`src/rtl/hazard_ctrl_p_pkg.sv`:
```
// Shared pipeline constants for the hazard/forwarding controller: forward selects,
// PC source encodings and the default register-address width.
package hazard_ctrl_p_pkg;

  localparam int RA_W_DFLT = 5;

  localparam logic [1:0] FWD_REG = 2'b00;
  localparam logic [1:0] FWD_MEM = 2'b10;
  localparam logic [1:0] FWD_WB  = 2'b01;

  localparam logic [1:0] PC_SEQ  = 2'b00;

endpackage

```
`src/rtl/hazard_ctrl_p_if.sv`:
```
// Bundle between the pipeline stages (master) and the hazard controller (slave):
// stage register fields in, stall/flush/forward controls out.
interface hazard_ctrl_p_if
  import hazard_ctrl_p_pkg::*;
#(
  parameter int RA_W = RA_W_DFLT
);
  logic [RA_W-1:0] rs_id, rt_id, wreg_exe, wreg_mem, wreg_wb;
  logic            use_rs_id, use_rt_id, branch_id, md_use_id;
  logic [1:0]      pc_src_id;
  logic            reg_write_exe, mem_to_reg_exe, md_start_exe;
  logic            reg_write_mem, mem_to_reg_mem, reg_write_wb;

  logic            stall_if, stall_id, flush_exe, flush_id, stall_mem;
  logic [1:0]      fwd_a_exe, fwd_b_exe;
  logic            fwd_a_id, fwd_b_id;

  modport master (
    output rs_id, rt_id, use_rs_id, use_rt_id, branch_id, pc_src_id, md_use_id,
           wreg_exe, reg_write_exe, mem_to_reg_exe, md_start_exe,
           wreg_mem, reg_write_mem, mem_to_reg_mem, wreg_wb, reg_write_wb,
    input  stall_if, stall_id, flush_exe, flush_id, stall_mem,
           fwd_a_exe, fwd_b_exe, fwd_a_id, fwd_b_id
  );

  modport slave (
    input  rs_id, rt_id, use_rs_id, use_rt_id, branch_id, pc_src_id, md_use_id,
           wreg_exe, reg_write_exe, mem_to_reg_exe, md_start_exe,
           wreg_mem, reg_write_mem, mem_to_reg_mem, wreg_wb, reg_write_wb,
    output stall_if, stall_id, flush_exe, flush_id, stall_mem,
           fwd_a_exe, fwd_b_exe, fwd_a_id, fwd_b_id
  );
endinterface

```
`src/rtl/hazard_ctrl_p_cnt.sv`:
```
// Loadable down-counter that stops at zero; used for the data-memory latency
// timer and the mul/div busy timer.
module hz_down_counter #(
  parameter int W = 4
) (
  input  logic         clock,
  input  logic         reset,
  input  logic         load,
  input  logic [W-1:0] load_val,
  output logic [W-1:0] cnt,
  output logic         nz
);

  assign nz = |cnt;

  always_ff @(posedge clock or negedge reset) begin
    if (!reset)     cnt <= '0;
    else if (load)  cnt <= load_val;
    else if (nz)    cnt <= cnt - W'(1);
  end

endmodule

```
`src/rtl/hazard_ctrl_p.sv`:
```
// Hazard/forwarding controller for the 5-stage pipeline: load-use, ID branch operand,
// mul/div busy and multi-cycle load interlocks plus EX/ID forward selects.
module hazard_ctrl_p
  import hazard_ctrl_p_pkg::*;
#(
  parameter int RA_W       = RA_W_DFLT,
  parameter int LOAD_LAT   = 1,
  parameter int MD_LAT     = 4,
  parameter int DELAY_SLOT = 1
) (
  input  logic           clock,
  input  logic           reset,
  hazard_ctrl_p_if.slave bus
);

  localparam int LAT_W = $clog2(LOAD_LAT + 1);
  localparam int MD_W  = $clog2(MD_LAT + 1);

  function automatic logic hit(input logic [RA_W-1:0] r, input logic [RA_W-1:0] w,
                               input logic we);
    return we && (r == w) && (r != '0);
  endfunction

  logic [RA_W-1:0]  rs_ex, rt_ex;
  logic             use_rs_ex, use_rt_ex;
  logic [LAT_W-1:0] lat_cnt;
  logic [MD_W-1:0]  md_cnt;
  logic             lat_nz, md_nz, lat_entry, md_busy;
  logic             lu_hz, br_hz, md_hz, stall_mem_i, id_stall;
  logic             mem_a, mem_b, wb_a, wb_b;

  // Counters hold cycles remaining including the current one; the final count of 1
  // is the cycle the result is available, so it no longer stalls.
  assign lat_entry   = (LOAD_LAT > 1) && bus.mem_to_reg_mem && !lat_nz;
  assign stall_mem_i = reset && (lat_entry || (lat_nz && lat_cnt != LAT_W'(1)));
  assign md_busy     = md_nz && md_cnt != MD_W'(1);

  hz_down_counter #(.W(LAT_W)) u_lat_cnt (
    .clock(clock), .reset(reset), .load(lat_entry),
    .load_val(LAT_W'(LOAD_LAT - 1)), .cnt(lat_cnt), .nz(lat_nz)
  );

  hz_down_counter #(.W(MD_W)) u_md_cnt (
    .clock(clock), .reset(reset), .load(bus.md_start_exe),
    .load_val(MD_W'(MD_LAT)), .cnt(md_cnt), .nz(md_nz)
  );

  assign lu_hz = (bus.use_rs_id && hit(bus.rs_id, bus.wreg_exe, bus.mem_to_reg_exe)) ||
                 (bus.use_rt_id && hit(bus.rt_id, bus.wreg_exe, bus.mem_to_reg_exe));

  // A branch compares in ID, so any EX producer or a load still in MEM must drain first.
  assign br_hz = bus.branch_id &&
                 ((bus.use_rs_id && hit(bus.rs_id, bus.wreg_exe, bus.reg_write_exe))  ||
                  (bus.use_rt_id && hit(bus.rt_id, bus.wreg_exe, bus.reg_write_exe))  ||
                  (bus.use_rs_id && hit(bus.rs_id, bus.wreg_mem, bus.mem_to_reg_mem)) ||
                  (bus.use_rt_id && hit(bus.rt_id, bus.wreg_mem, bus.mem_to_reg_mem)));

  assign md_hz    = bus.md_use_id && md_busy;
  assign id_stall = reset && !stall_mem_i && (lu_hz || br_hz || md_hz);

  assign bus.stall_mem = stall_mem_i;
  assign bus.stall_if  = id_stall;
  assign bus.stall_id  = id_stall;
  assign bus.flush_exe = id_stall;
  assign bus.flush_id  = reset && (DELAY_SLOT == 0) && (bus.pc_src_id != PC_SEQ) &&
                         !id_stall && !stall_mem_i;

  assign bus.fwd_a_id = reset && bus.branch_id && bus.use_rs_id && !bus.mem_to_reg_mem &&
                        hit(bus.rs_id, bus.wreg_mem, bus.reg_write_mem);
  assign bus.fwd_b_id = reset && bus.branch_id && bus.use_rt_id && !bus.mem_to_reg_mem &&
                        hit(bus.rt_id, bus.wreg_mem, bus.reg_write_mem);

  // A load in MEM has no ALU result to forward; the interlock guarantees it is not needed.
  assign mem_a = use_rs_ex && !bus.mem_to_reg_mem && hit(rs_ex, bus.wreg_mem, bus.reg_write_mem);
  assign mem_b = use_rt_ex && !bus.mem_to_reg_mem && hit(rt_ex, bus.wreg_mem, bus.reg_write_mem);
  assign wb_a  = use_rs_ex && hit(rs_ex, bus.wreg_wb, bus.reg_write_wb);
  assign wb_b  = use_rt_ex && hit(rt_ex, bus.wreg_wb, bus.reg_write_wb);

  assign bus.fwd_a_exe = mem_a ? FWD_MEM : (wb_a ? FWD_WB : FWD_REG);
  assign bus.fwd_b_exe = mem_b ? FWD_MEM : (wb_b ? FWD_WB : FWD_REG);

  always_ff @(posedge clock or negedge reset) begin
    if (!reset) begin
      rs_ex     <= '0;
      rt_ex     <= '0;
      use_rs_ex <= 1'b0;
      use_rt_ex <= 1'b0;
    end else if (!stall_mem_i) begin
      if (id_stall) begin
        rs_ex     <= '0;
        rt_ex     <= '0;
        use_rs_ex <= 1'b0;
        use_rt_ex <= 1'b0;
      end else begin
        rs_ex     <= bus.rs_id;
        rt_ex     <= bus.rt_id;
        use_rs_ex <= bus.use_rs_id;
        use_rt_ex <= bus.use_rt_id;
      end
    end
  end

endmodule

```
`src/flat_wrapper.sv`:
```
// flat-port wrapper written by rule: the top's interface ports become plain ports
module hazard_ctrl_p_flat import hazard_ctrl_p_pkg::*;
#(
  parameter int RA_W       = RA_W_DFLT,
  parameter int LOAD_LAT   = 1,
  parameter int MD_LAT     = 4,
  parameter int DELAY_SLOT = 1
)
  (clock, reset, bus_rs_id, bus_rt_id, bus_use_rs_id, bus_use_rt_id, bus_branch_id, bus_pc_src_id, bus_md_use_id, bus_wreg_exe, bus_reg_write_exe, bus_mem_to_reg_exe, bus_md_start_exe, bus_wreg_mem, bus_reg_write_mem, bus_mem_to_reg_mem, bus_wreg_wb, bus_reg_write_wb, bus_stall_if, bus_stall_id, bus_flush_exe, bus_flush_id, bus_stall_mem, bus_fwd_a_exe, bus_fwd_b_exe, bus_fwd_a_id, bus_fwd_b_id);
  hazard_ctrl_p_if #(.RA_W(RA_W)) bus_i ();
  input  logic clock;
  input  logic reset;
  input wire logic [$bits(bus_i.rs_id)-1:0] bus_rs_id;
  input wire logic [$bits(bus_i.rt_id)-1:0] bus_rt_id;
  input wire logic [$bits(bus_i.use_rs_id)-1:0] bus_use_rs_id;
  input wire logic [$bits(bus_i.use_rt_id)-1:0] bus_use_rt_id;
  input wire logic [$bits(bus_i.branch_id)-1:0] bus_branch_id;
  input wire logic [$bits(bus_i.pc_src_id)-1:0] bus_pc_src_id;
  input wire logic [$bits(bus_i.md_use_id)-1:0] bus_md_use_id;
  input wire logic [$bits(bus_i.wreg_exe)-1:0] bus_wreg_exe;
  input wire logic [$bits(bus_i.reg_write_exe)-1:0] bus_reg_write_exe;
  input wire logic [$bits(bus_i.mem_to_reg_exe)-1:0] bus_mem_to_reg_exe;
  input wire logic [$bits(bus_i.md_start_exe)-1:0] bus_md_start_exe;
  input wire logic [$bits(bus_i.wreg_mem)-1:0] bus_wreg_mem;
  input wire logic [$bits(bus_i.reg_write_mem)-1:0] bus_reg_write_mem;
  input wire logic [$bits(bus_i.mem_to_reg_mem)-1:0] bus_mem_to_reg_mem;
  input wire logic [$bits(bus_i.wreg_wb)-1:0] bus_wreg_wb;
  input wire logic [$bits(bus_i.reg_write_wb)-1:0] bus_reg_write_wb;
  output wire logic [$bits(bus_i.stall_if)-1:0] bus_stall_if;
  output wire logic [$bits(bus_i.stall_id)-1:0] bus_stall_id;
  output wire logic [$bits(bus_i.flush_exe)-1:0] bus_flush_exe;
  output wire logic [$bits(bus_i.flush_id)-1:0] bus_flush_id;
  output wire logic [$bits(bus_i.stall_mem)-1:0] bus_stall_mem;
  output wire logic [$bits(bus_i.fwd_a_exe)-1:0] bus_fwd_a_exe;
  output wire logic [$bits(bus_i.fwd_b_exe)-1:0] bus_fwd_b_exe;
  output wire logic [$bits(bus_i.fwd_a_id)-1:0] bus_fwd_a_id;
  output wire logic [$bits(bus_i.fwd_b_id)-1:0] bus_fwd_b_id;
  assign bus_i.rs_id = bus_rs_id;
  assign bus_i.rt_id = bus_rt_id;
  assign bus_i.use_rs_id = bus_use_rs_id;
  assign bus_i.use_rt_id = bus_use_rt_id;
  assign bus_i.branch_id = bus_branch_id;
  assign bus_i.pc_src_id = bus_pc_src_id;
  assign bus_i.md_use_id = bus_md_use_id;
  assign bus_i.wreg_exe = bus_wreg_exe;
  assign bus_i.reg_write_exe = bus_reg_write_exe;
  assign bus_i.mem_to_reg_exe = bus_mem_to_reg_exe;
  assign bus_i.md_start_exe = bus_md_start_exe;
  assign bus_i.wreg_mem = bus_wreg_mem;
  assign bus_i.reg_write_mem = bus_reg_write_mem;
  assign bus_i.mem_to_reg_mem = bus_mem_to_reg_mem;
  assign bus_i.wreg_wb = bus_wreg_wb;
  assign bus_i.reg_write_wb = bus_reg_write_wb;
  assign bus_stall_if = bus_i.stall_if;
  assign bus_stall_id = bus_i.stall_id;
  assign bus_flush_exe = bus_i.flush_exe;
  assign bus_flush_id = bus_i.flush_id;
  assign bus_stall_mem = bus_i.stall_mem;
  assign bus_fwd_a_exe = bus_i.fwd_a_exe;
  assign bus_fwd_b_exe = bus_i.fwd_b_exe;
  assign bus_fwd_a_id = bus_i.fwd_a_id;
  assign bus_fwd_b_id = bus_i.fwd_b_id;
  hazard_ctrl_p #(.RA_W(RA_W), .LOAD_LAT(LOAD_LAT), .MD_LAT(MD_LAT), .DELAY_SLOT(DELAY_SLOT)) u_core (.clock(clock), .reset(reset), .bus(bus_i));
endmodule
```
`config.mk`:
```
export PLATFORM = sky130hd
export DESIGN_NAME = hazard_ctrl_p_flat
export DESIGN_NICKNAME = d
export VERILOG_FILES = /design/src/rtl/hazard_ctrl_p_pkg.sv /design/src/rtl/hazard_ctrl_p_if.sv /design/src/rtl/hazard_ctrl_p_cnt.sv /design/src/rtl/hazard_ctrl_p.sv /design/src/flat_wrapper.sv
export SDC_FILE = /design/constraint.sdc
export NUM_CORES = 1
export LEC_CHECK = 0
export ABC_AREA = 1
export CORE_ASPECT_RATIO = 1.2
export CORE_UTILIZATION = 45
export DETAILED_ROUTE_END_ITERATION = 16
export PLACE_DENSITY = 0.76
export RECOVER_POWER = 25
export REMOVE_ABC_BUFFERS = 1
export SYNTH_ARGS = -nofsm -noshare
export SYNTH_HDL_FRONTEND = slang
export SYNTH_SLANG_ARGS = --single-unit
export TNS_END_PERCENT = 5
```
`constraint.sdc`:
```
create_clock -name clock -period 1.8 [get_ports clock]
set_input_delay 0.27 -clock clock [delete_from_list [all_inputs] [get_ports clock]]
set_output_delay 0.27 -clock clock [all_outputs]
set_load 0.05 [all_outputs]
```
==> run summary, run 1 <==
vias in the first global route = 1414
share of the synthesized area in the top cell type = 26.2%
wire per inst = 12.5 um
Clock Latency Late Sink = 0.28 ns
via count = 1521
Pre-antenna DRT Iters = 4
Worst-Margin Slew = 0.754 ns
Power Total = 1.34 mW
CORE AREA = 3060 um^2
setup violators final = 8
largest net degree at the start of global routing = 16
Vias/cell = 4.91
WL final = 3.88 mm
post-route cell area = 2220 um^2
Yosys Warn Count = 0
Worst EP required = 1.53 ns
routability congestion estimate = 0.914
io pins = 50
Post-Synthesis Mean Instance Area = 6.95 um^2
drt first-iter violations = 26
number of diodes = 0
type of the worst setup path = primary input to output port
Post-DRT Antenna Nets = 0
asr flop ratio synth = 100%
CTS buffer count = 3
final net count = 317
crit start category = primary input
Most used DFF post-synth = dfrtp_1
Worst Path Buf+Inv = 2
placed inst area = 2090 um^2
CP endpoint kind = output port
hold_buf cts = 0
Final HPWL DP = 2.96 mm
Syn-to-layout area delta = 55.2%
RSZ-0062 raised after global routing = true
Final Util = 72.7%
delay-heaviest family, CP = buffers and inverters
final hold vios = 0
worst-path fanout max = 2
LEAKAGE = 1.12 nW
setup_tns = -0.504 ns
gr usage total = 24.1%
Post-Syn Area = 1430 um^2
Maximum Capacitance Violations = 0
number of synthesized flops with an enable pin = 0
Max stage delay on crit path = 0.51 ns
clock slew at the register clock pins of the worst setup and hold paths = 0.09 ns
Seq/Total Area, Yosys = 26.2%
H-tree levels = 1
fmax = 0.524 GHz
crit path setup slack, layout = -0.107 ns
chip width = 53.5 um
Yosys top cell by area = dfrtp_1
PD cells = 601 nW/um^2
crit-path cells = clkdlybuf4s50_1 > o211ai_1 > nor4_1 > nand3_1 > nor2_2 > buf_6
Post-Syn Instances = 206
Rows = 22
status = complete, but fails checks
proportion of layout cells with a drive suffix above 1 = 32.1%
CTS tree = yes
IO Port Bufs = 45
type of the tightest min-delay check = primary input to flop
critical path's slowest cell = clkdlybuf4s50_1
clock buffer depth = 2
first-pass GRT wire length = 5.89 mm
top post-synthesis cells by area = dfrtp_1 (26%), nand2_1 (15%), inv_1 (7.9%), nor2_4 (7.1%), xor2_1 (6.7%)
initial antenna violation count = 0
Die ar. = 3410 um^2
initial cell density of the core = 46.8%
clock sink count = 15
Max VDD drop = 0.000470 V
minimum clock period = 1.91 ns
die height = 63.8 um
max_slew headroom = 49.7%
root buffer cell = clkbuf_4
Pins Over Slew Limit = 0
Synth cell types = 27
violated checks = negative setup slack
Critical Path AT = 1.64 ns
Remaining DRCs = 0
final global-route overflow total = 0
final worst-path cycle share = 106%
Layout Skew = 0.0118 ns
FF+latch count, synth = 15
-- power breakdown --
part | internal, mW | switching, mW | leakage (nW)
clock network | 0.0859 | 0.0989 | 0.0150
logic | 0.311 | 0.374 | 0.921
registers | 0.402 | 0.0639 | 0.180
-- kinds of logic after synthesis --
family,Yosys count,synth area share (%)
compound gates,14,5.77
xor+xnor,21,12.8
fa+ha+maj,3,2.62
buf+inv,46,15.8
flops,15,26.2
other cells,1,0.262
simple gates,106,36.5
-- Yosys cell counts (2+ instances only) --
| library cell | count |
|---|---|
| a21oi_1 | 2 |
| buf_4 | 6 |
| buf_6 | 2 |
| dfrtp_1 | 15 |
| ha_1 | 3 |
| inv_1 | 30 |
| inv_2 | 7 |
| nand2_1 | 56 |
| nand2_2 | 3 |
| nand3_1 | 10 |
| nand4_1 | 3 |
| nor2_1 | 16 |
| nor2_4 | 9 |
| nor4_1 | 6 |
| o21ai_0 | 5 |
| o22ai_1 | 3 |
| xnor2_1 | 10 |
| xor2_1 | 11 |
-- final timing paths --
| check | end | from | cells after the start | slack (ns) |
|---|---|---|---|---|
| setup / recovery | bus_fwd_a_exe[0] | bus_reg_write_wb | 6 | -0.11 |
| hold reg to reg | u_core.u_md_cnt.cnt[1]$_DFFE_PN0P_ | u_core.u_md_cnt.cnt[1]$_DFFE_PN0P_ | 2 | 0.50 |
| max in group asynchronous | u_core.rs_ex[3]$_DFF_PN0_ | reset | 2 | 0.60 |
| setup reg to reg | u_core.rt_ex[4]$_DFF_PN0_ | u_core.u_md_cnt.cnt[0]$_DFFE_PN0P_ | 9 | 0.28 |
| min in group asynchronous | u_core.rs_ex[0]$_DFF_PN0_ | reset | 2 | 0.67 |
| hold / removal | u_core.rs_ex[4]$_DFF_PN0_ | bus_rs_id[4] | 4 | 0.35 |
-- cells in the final DEF, fill, tap and decap left out, types with 4 or more instances in the layout --
cell	count
buf_12	8
buf_4	24
clkbuf_2	6
clkdlybuf4s50_1	11
dfrtp_1	13
dlygate4sd2_1	16
inv_1	25
inv_2	12
nand2_1	54
nand2_2	5
nand3_1	10
nor2_1	14
nor2_4	10
nor4_2	4
o21ai_0	5
xnor2_1	7
xor2_1	10
-- repair_timing --
| item | in CTS | in global routing |
|---|---|---|
| endpoints found under the setup margin | 10 | 9 |
| setup buffers | 2 | 2 |
| gates resized for setup | 45 | 23 |
| cloned | 0 | 0 |
| hold endpoints to repair | 0 | 0 |
| pin swaps | 11 | 13 |
-- cell type report --
type / count / area, um^2
inverter: 37 / 139
clock buffer: 4 / 26.3
sequential: 15 / 378
fill: 228 / 833
tap: 36 / 45.0
timing repair buffer: 72 / 689
multi-input combinational: 146 / 945
-- tightest hold or removal path: cells and delay by family --
kind	cells	cell delay, ns
AND/OR/NAND/NOR	1	0.03
buffers and inverters	3	0.31
-- routing by layer --
layer  track usage (%)  vias to the layer above  wire length [um]
li1                  -                      766                 -
met1              27.3                      687              1480
met2              45.0                       56              2100
met3              1.43                       12               165
met4              8.88                        0               126
met5                 0                        -                 0
-- state kept, by name, indices dropped and copies added, names as in the netlist --
register             flops
u_core.use_rt_ex         1
u_core.u_md_cnt.cnt      3
u_core.use_rs_ex         1
u_core.rt_ex             5
u_core.rs_ex             5
-- stage by stage --
step / instances / hold WS (ns) / worst slack (ns)
final: 310 / 0.354 / -0.107
after global routing: 310 / 0.376 / -0.192
after CTS: 308 / 0.422 / -0.0736
after detailed placement: 302 / 0.476 / -0.411
after global placement: 302 / 0.474 / -0.434
after floorplan: 198 / -0.0256 / -1.58
No activity file was read; power rests on OpenSTA's default activity.
==> inputs of run 2 (changes only) <==
--- a/config.mk
+++ b/config.mk
@@ -9,7 +9,7 @@
 export CORE_ASPECT_RATIO = 1.2
 export CORE_UTILIZATION = 45
 export DETAILED_ROUTE_END_ITERATION = 16
-export PLACE_DENSITY = 0.76
+export PLACE_DENSITY_LB_ADDON = 0.15
 export RECOVER_POWER = 25
 export REMOVE_ABC_BUFFERS = 1
 export SYNTH_ARGS = -nofsm -noshare
==> run 2 against run 1 <==
  * The flow still finishes with violations (negative setup slack)
  * Wire length increased by 2.5%
  * Clock skew shrank 0.0053 ns
  * Worst hold slack improved by 0.16 ns
  * Sequential share of layout area decreased by 0.57 points
  * Die area unchanged
  * Power grew 2.8%
  * Global-route usage up 1.5 points
  * Clock power is essentially flat
==> run summary, run 2 (synthesis results as in run 1) <==
drt first-iter violations = 36 (+38%)
clock slew at the register clock pins of the worst setup and hold paths = 0.09 ns (about the same)
routability congestion estimate = 0.906 (-0.96%)
initial cell density of the core = 46.8% (unchanged)
proportion of layout cells with a drive suffix above 1 = 31.1% (-1.0 points)
Vias/cell = 4.80 (-2.2%)
violated checks = negative setup slack
Syn-to-layout area delta = 60.1%
final hold vios = 0 (unchanged)
Reg-to-Reg Start = u_core.u_md_cnt.cnt[0]$_DFFE_PN0P_
met2 WL post-DR = 2.06 mm (-1.9%)
Clock Latency Late Sink = 0.27 ns (about the same)
Final Non-Filler Cells = 319 (+2.9%)
via count = 1531 (+0.66%)
Die ar. = 3410 um^2 (unchanged)
crit-path cells = dlygate4sd2_1 > xnor2_1 > nand2_1 > nor2_1 > nand2_2 > nand2_1 > nand2_1 > nand2_1 > nand2_2 > nand2_4 > buf_12
clock sink count = 15 (unchanged)
CP endpoint kind = output port
status = complete, but fails checks
clock buffer depth = 2 (unchanged)
delay-heaviest family, CP = simple AND/OR/NAND/NOR gates
Final Util = 75.0% (+2.3 points)
Worst-Margin Slew = 0.760 ns (+0.00528 ns)
most common cell after layout, fill and taps aside = nand2_1
hold_buf cts = 0 (unchanged)
H-tree levels = 1 (unchanged)
Levels on crit path = 11 (+5)
final net count = 326 (+2.8%)
gr usage total = 25.6% (+1.5 points)
number of diodes = 0 (unchanged)
critical path's slowest cell = dlygate4sd2_1
final worst-path cycle share = 103% (-2.7 points)
area of the multi-input gates = 916 um^2 (-3.0%)
Post-DRT Antenna Nets = 0 (unchanged)
Worst Hold Path EP = u_core.rs_ex[2]$_DFF_PN0_
type of the tightest min-delay check = primary input to flop
Reg2Reg Setup Slack = 0.21 ns (-0.07 ns)
RSZ-0062 raised after global routing = true
Worst Reg-to-Reg Cells = 10 (+1)
Worst EP required = 1.53 ns (about the same)
Placed Cells = 308 (+2.0%)
PD cells = 599 nW/um^2 (-0.28%)
Layout Skew = 0.00649 ns (-0.00531 ns)
startpoint of the worst hold path = bus_rs_id[2]
WL met3 = 134 um (-19%)
Worst Path Buf+Inv = 2 (unchanged)
first-pass GRT wire length = 6.34 mm (+7.7%)
IO Port Bufs = 45 (unchanged)
Critical Path AT = 1.59 ns (-0.05 ns)
LEAKAGE = 1.16 nW (+4.0%)
setup violators final = 8 (unchanged)
fmax = 0.538 GHz (+2.6%)
hold path depth = 4 (unchanged)
wire per inst = 12.5 um (-0.39%)
CORE AREA = 3060 um^2 (unchanged)
worst reg2reg path endpoint = u_core.rt_ex[4]$_DFF_PN0_
initial antenna violation count = 0 (unchanged)
WL final = 3.97 mm (+2.5%)
Remaining DRCs = 0 (unchanged)
chip width = 53.5 um (unchanged)
Max stage delay on crit path = 0.37 ns (-0.14 ns)
worst-path fanout max = 4 (+2)
Storage cell area = 377 um^2 (-0.33%)
CTS tree = yes
Filler cells = 249 (+9.2%)
die height = 63.8 um (unchanged)
io pins = 50 (unchanged)
Pins Over Slew Limit = 0 (unchanged)
root buffer cell = clkbuf_4
hold slack final = 0.513 ns (+0.159 ns)
M1 WL = 1.65 mm (+12%)
final global-route overflow total = 0 (unchanged)
Top Registers = u_core.rs_ex (5), u_core.rt_ex (5), u_core.u_md_cnt.cnt (3)
most frequent cells in the layout = nand2_1 (55), buf_4 (31), inv_1 (26)
setup_tns = -0.347 ns (+0.157 ns)
minimum clock period = 1.86 ns (-0.0492 ns)
Top Metal Used = met4
Maximum Capacitance Violations = 0 (unchanged)
Pre-antenna DRT Iters = 4 (unchanged)
largest net degree at the start of global routing = 16 (unchanged)
crit path setup slack, layout = -0.0578 ns (+0.0492 ns)
crit start category = primary input
Most Frequent Cell on Critical Path = nand2_1
CTS buffer count = 3 (unchanged)
Rows = 22 (unchanged)
Final HPWL DP = 3.07 mm (+3.5%)
type of the worst setup path = primary input to output port
vias in the first global route = 1523 (+7.7%)
Max VDD drop = 0.000552 V (+17%)
max_slew headroom = 49.4% (-0.35 points)
[run 2: cell type report]
class	count	share of cell area [%]
clock buffers	3	0.983
clock inverters	1	0.218
inverters	37	6.06
multi-input cells	146	40.0
flip-flops and latches	15	16.4
well taps	36	1.97
repair buffers	81	34.4
[run 2: how the worst max path moves through the flow]
stage                                         start                to  slack, ns
after floorplan           u_core.rt_ex[0]$_DFF_PN0_  bus_fwd_b_exe[0]      -1.58
after CTS                 u_core.rs_ex[2]$_DFF_PN0_  bus_fwd_a_exe[1]      -0.06
after global placement              bus_wreg_mem[0]      bus_fwd_a_id      -0.38
final                               bus_wreg_mem[2]      bus_stall_if      -0.06
after detailed placement            bus_wreg_mem[3]  bus_fwd_a_exe[1]      -0.40
after global routing      u_core.rt_ex[4]$_DFF_PN0_  bus_fwd_b_exe[1]      -0.18
[run 2: through the flow]
| stage | cell area (um^2) | setup WS, ns | power [mW] |
|---|---|---|---|
| 3_5_place_dp | 2140 | -0.396 | 1.12 |
| 6_report | 2290 | -0.0578 | 1.37 |
| 5_1_grt | 2290 | -0.185 | 1.47 |
| 4_1_cts | 2260 | -0.0637 | 1.33 |
| 3_3_place_gp | 2140 | -0.378 | 1.10 |
| 2_1_floorplan | 1350 | -1.58 | 0.814 |
[run 2: worst register-to-register path: cells and delay by family (launching register included)]
family / cells / cell delay (ns)
AND/OR/NAND/NOR: 6 / 0.51
flip-flops: 1 / 0.40
buffers and inverters: 3 / 0.37
adder cells (fa/ha/maj): 1 / 0.20
[run 2: what timing repair did]
| action | CTS | global route |
|---|---|---|
| gates resized for setup | 48 | 8 |
| endpoints found under the setup margin | 21 | 9 |
| setup buffers | 6 | 1 |
| pin swaps | 19 | 4 |
[run 2: power breakdown]
group | internal (mW) | total [mW] | switching (mW)
clock | 0.0822 | 0.183 | 0.101
combinational | 0.339 | 0.724 | 0.385
sequential | 0.401 | 0.467 | 0.0658
[run 2: metal layers]
layer,vias to the layer above,global-route usage [%]
met4,0,9.87
met1,692,30.0
li1,780,-
met2,49,46.1
met3,10,1.90
met5,-,0
==> inputs of run 3 (changes only) <==
--- a/config.mk
+++ b/config.mk
@@ -6,6 +6,7 @@
 export NUM_CORES = 1
 export LEC_CHECK = 0
 export ABC_AREA = 1
+export ABC_CLOCK_PERIOD_IN_PS = 1800
 export CORE_ASPECT_RATIO = 1.2
 export CORE_UTILIZATION = 45
 export DETAILED_ROUTE_END_ITERATION = 16
==> results of run 3 <==
No change in the layout: final DEF, timing and power equal those of run 2.
